`src/rtl/serial_bit_feeder.sv`:
```
// Word-to-bit serializer feeding the Moore "101" detector: a one-word holding
// buffer in front of a shift register lets words stream with no bit gaps.
module serial_bit_feeder #(
  parameter int W         = 8,
  parameter bit MSB_FIRST = 1'b1
) (
  input  logic         clk,
  input  logic         reset,
  input  logic         din_valid,
  output logic         din_ready,
  input  logic [W-1:0] din,
  output logic         bit_out,
  output logic         bit_valid,
  input  logic         bit_ready,
  output logic         bit_last,
  output logic [15:0]  words_sent
);

  localparam int CW = $clog2(W);
  localparam logic [CW-1:0] LAST_IDX = CW'(W - 1);

  typedef enum logic {
    IDLE  = 1'b0,
    SHIFT = 1'b1
  } state_e;

  state_e        state_q, state_d;
  logic [W-1:0]  hold_q, hold_d;
  logic          hold_full_q, hold_full_d;
  logic [W-1:0]  sreg_q, sreg_d;
  logic [CW-1:0] cnt_q, cnt_d;
  logic [15:0]   words_q, words_d;

  logic accept_s;
  logic consume_s;
  logic last_s;
  logic out_bit_s;
  logic [W-1:0] shifted_s;

  // Handshake decodes and the serial output, all derived from registers
  always_comb begin
    din_ready  = !hold_full_q && !reset;
    bit_valid  = (state_q == SHIFT);
    last_s     = (cnt_q == LAST_IDX);
    out_bit_s  = MSB_FIRST ? sreg_q[W-1] : sreg_q[0];
    bit_out    = bit_valid && out_bit_s;
    bit_last   = bit_valid && last_s;
    accept_s   = din_valid && din_ready;
    consume_s  = bit_valid && bit_ready;
    shifted_s  = MSB_FIRST ? {sreg_q[W-2:0], 1'b0} : {1'b0, sreg_q[W-1:1]};
    words_sent = words_q;
  end

  // Next-state logic: buffer fill, hold-to-shift transfer and bit shifting
  always_comb begin
    state_d     = state_q;
    hold_d      = hold_q;
    hold_full_d = hold_full_q;
    sreg_d      = sreg_q;
    cnt_d       = cnt_q;
    words_d     = words_q;

    // Accept needs an empty buffer and transfer needs a full one, so the two
    // writes to hold_full_d below never collide.
    if (accept_s) begin
      hold_d      = din;
      hold_full_d = 1'b1;
    end else begin
      hold_d = hold_q;
    end

    case (state_q)
      IDLE: begin
        if (hold_full_q) begin
          state_d     = SHIFT;
          sreg_d      = hold_q;
          cnt_d       = '0;
          hold_full_d = 1'b0;
        end else begin
          state_d = IDLE;
        end
      end
      SHIFT: begin
        if (consume_s && last_s) begin
          words_d = words_q + 16'd1;
          if (hold_full_q) begin
            state_d     = SHIFT;
            sreg_d      = hold_q;
            cnt_d       = '0;
            hold_full_d = 1'b0;
          end else begin
            state_d = IDLE;
          end
        end else if (consume_s) begin
          sreg_d = shifted_s;
          cnt_d  = cnt_q + CW'(1);
        end else begin
          state_d = SHIFT;
        end
      end
      default: begin
        state_d = IDLE;
      end
    endcase
  end

  // State registers with synchronous clear
  always_ff @(posedge clk) begin
    if (reset) begin
      state_q     <= IDLE;
      hold_q      <= '0;
      hold_full_q <= 1'b0;
      sreg_q      <= '0;
      cnt_q       <= '0;
      words_q     <= 16'd0;
    end else begin
      state_q     <= state_d;
      hold_q      <= hold_d;
      hold_full_q <= hold_full_d;
      sreg_q      <= sreg_d;
      cnt_q       <= cnt_d;
      words_q     <= words_d;
    end
  end

endmodule

```
`config.mk`:
```
export PLATFORM = sky130hd
export DESIGN_NAME = serial_bit_feeder
export DESIGN_NICKNAME = d
export VERILOG_FILES = /design/src/rtl/serial_bit_feeder.sv
export SDC_FILE = /design/constraint.sdc
export NUM_CORES = 1
export LEC_CHECK = 0
export CAP_MARGIN = 20
export CELL_PAD_IN_SITES_DETAIL_PLACEMENT = 0
export CELL_PAD_IN_SITES_GLOBAL_PLACEMENT = 1
export CORE_MARGIN = 2
export CORE_UTILIZATION = 40
export CTS_CLUSTER_SIZE = 20
export DETAILED_ROUTE_END_ITERATION = 10
export GPL_TIMING_DRIVEN = 0
export PLACE_DENSITY_LB_ADDON = 0.1
export SLEW_MARGIN = 20
export SYNTH_ARGS = -nofsm -noshare
export SYNTH_HDL_FRONTEND = slang
export SYNTH_SLANG_ARGS = --single-unit
```
`constraint.sdc`:
```
create_clock -name clk -period 5.1 [get_ports clk]
set_input_delay 1.02 -clock clk [delete_from_list [all_inputs] [get_ports clk]]
set_output_delay 1.02 -clock clk [all_outputs]
set_load 0.02 [all_outputs]
```
==> run summary <==
clk root buf -> clkbuf_8
starting density of the core -> 41.07%
Post-synth EDFFs -> 0
share of cells above drive strength 1 -> 8.297%
slowest stage delay, CP -> 0.55 ns
minimum clock period -> 3.991 ns
Clock power frac -> 35.9%
Final Core Density -> 52.46%
CTS clock-pin slew for the worst setup and hold paths -> 0.07 ns
Bufs on Longest Clock Path -> 2
routed len/inst -> 12.41 um
flop2flop setup slack -> 3.04 ns
antenna-violating nets left -> 0
vias after detailed routing -> 1,362
Slew @ Worst Pin -> 0.5873 ns
Tot Pwr -> 566.1 uW
first-pass GRT wire length -> 5830 um
Final Hold Violating Endpoints -> 0
WL met3 -> 140 um
IO Pins -> 32
post-synthesis net count -> 207
endpoints failing setup -> 0
dpl cell area -> 1982 um2
nets@finish -> 244
Setup crit end kind -> primary output
worst min-delay path category -> reg -> reg
Seq cells post-synth -> 37
Die Area -> 4572 um2
Syn. warnings -> 0
Synth area leaders -> dfxtp_1 (46%), nor2_1 (7.9%), nand2_1 (5.1%), a21oi_1 (4.6%), xnor2_1 (3.8%)
design internal power -> 432.8 uW
row count -> 23
P per Cell Area -> 273.7 nW/um2
CP max-delay cell -> clkdlybuf4s50_1
share of the synthesized area in the top cell type -> 45.75%
# diodes -> 0
clk sinks -> 37
Switching Share -> 23.55%
vias in the first global route -> 1,298
Comb pwr share -> 10.1%
Iteration-0 DRC Markers -> 46
Post-Place Cells -> 272
Die W -> 67.62 um
DRT met1 WL -> 1841 um
Die H -> 67.62 um
Max VDD drop -> 0.1963 mV
Worst-Skew Late Latency -> 0.28 ns
Worst Slack Setup Final -> 1.109 ns
Fmax -> 250.6 MHz
sequential share of power -> 54.1%
skew final -> 0.002091 ns
Critical Path AT -> 2.97 ns
RSZ-0062 raised after global routing -> false
max cap viols -> 0
CTS Hold Bufs -> 0
GRT Overall Usage -> 17.14%
WS Path Type -> in -> out
CTS tree -> done
global route total overflow -> 0
distinct cell type count after synthesis -> 40
Syn-to-layout area delta -> 27.74%
TritonRoute pass-1 iters -> 4
CP most frequent cell -> clkdlybuf4s50_1
synthesized area -> 1619 um2
Avg Vias per Cell -> 4.882
post-synthesis cell count -> 192
global placer's final weighted congestion -> 0.7572
sequential fraction of the synthesis area -> 45.75%
post-synthesis async set-or-reset flop share -> 0%
uppermost routed layer -> met4
Max FO, Critical Path -> 10
crit share post-route -> 78.26%
Buffers on Ports -> 30
ys flop type -> dfxtp_1
CTS buffer count -> 5
Std-Cell Core Area -> 3943 um2
total negative slack -> 0 ns
Synth area leader -> dfxtp_1
largest net degree at the start of global routing -> 11
final instance area -> 2068 um2
CP Cell Sequence -> clkdlybuf4s50_1, clkbuf_1, buf_1, nor2_1, clkdlybuf4s50_1
Switch Pwr -> 133.3 uW
syn avg cell area -> 8.433 um2
pre-CTS WS -> 1.094 ns
initial antenna violation count -> 0
dpl hpwl -> 2526 um
status -> complete, no violations
Lkg Pwr -> 0.7321 nW
Hold Worst Slack -> 0.4601 ns
startpoint type of the worst setup path -> input port
Layout fillers -> 348
Post-route DRC -> 0
CTS resizes -> 0
Final Non-Filler Cells -> 279
Max Transition Viols Final -> 0
Rel. slew slack -> 60.84%
post-CTS setup buffer count -> 0
H-tree levels -> 2
CP required -> 4.08 ns
drt total wl -> 3463 um
met2 wire len -> 1453 um
power by group through the flow:
stage	Sequential, mW	Clock, mW	Combinational (mW)
6_report	0.306	0.203	0.0571
2_1_floorplan	0.312	0	0.0372
3_3_place_gp	0.312	0	0.0565
4_1_cts	0.306	0.212	0.0578
3_5_place_dp	0.313	0	0.0575
5_1_grt	0.307	0.222	0.0635
metal layers:
layer  vias to the layer above  GRT usage [%]
met4                         0          5.357
met3                         4          5.500
met2                        26          25.25
li1                        726              -
met5                         -              0
met1                       606          23.67
worst paths after layout:
path	start	end	cells after the start
max reg2reg	cnt_q[0]$_SDFFE_PP0P_	words_sent[14]$_SDFFE_PP0P_	6
max	reset	din_ready	5
min	sreg_q[0]$_SDFFE_PP0P_	sreg_q[0]$_SDFFE_PP0P_	2
min reg2reg	sreg_q[0]$_SDFFE_PP0P_	sreg_q[0]$_SDFFE_PP0P_	2
worst max-delay path, delay by kind of cell:
family / cells / cell delay, ns
buf+inv: 4 / 1.87
simple gates: 1 / 0.07
cell families after synthesis:
group                      after synthesis  share of synthesized area [%]
muxes                                    6                          3.787
xor gates and xnor gates                 9                          4.869
and+or+nand+nor                         91                          27.74
DFF                                     37                          45.75
buffers and inverters                   16                          3.941
AOI/OAI and AO/OA                       30                          11.59
adders and majority gates                3                          2.319
cell type report:
type	instances	area [um2]	area share, %
flip-flops and latches	37	740.7	35.81
inverters	6	22.52	1.089
plain buffers	10	41.29	1.996
multi-input cells	139	814.5	39.38
clock buffers	7	86.33	4.174
well taps	50	62.56	3.025
repair buffers	30	300.3	14.52
sequential cells by signal (all words and copies together) (netlist names):
register     count
hold_full_q      1
hold_q           8
bit_valid        1
words_sent      16
cnt_q            3
sreg_q           8
placed cells by master (no fill, tap or decap), drive strengths merged, types with 3 or more instances in the layout:
master,n
ha,3
nand4,4
nor4,6
a211oi,5
nand2,22
nor3,6
buf,4
inv,6
mux2i,5
nand2b,3
clkbuf,13
dfxtp,37
xnor2,7
a21oi,15
clkdlybuf4s50,30
nor2,34
nand3,6
cells in the mapped netlist, types with 3 or more instances:
cell       n
dfxtp_1   37
nor2_1    34
nand2_1   22
a21oi_1   15
xnor2_1    7
inv_1      6
nor4_1     6
a211oi_1   5
clkbuf_1   5
mux2i_1    5
nand3_1    5
nor3_1     5
ha_1       3
nand2b_1   3
nand4_1    3
Note: power is estimated with default switching activity, not from simulation.
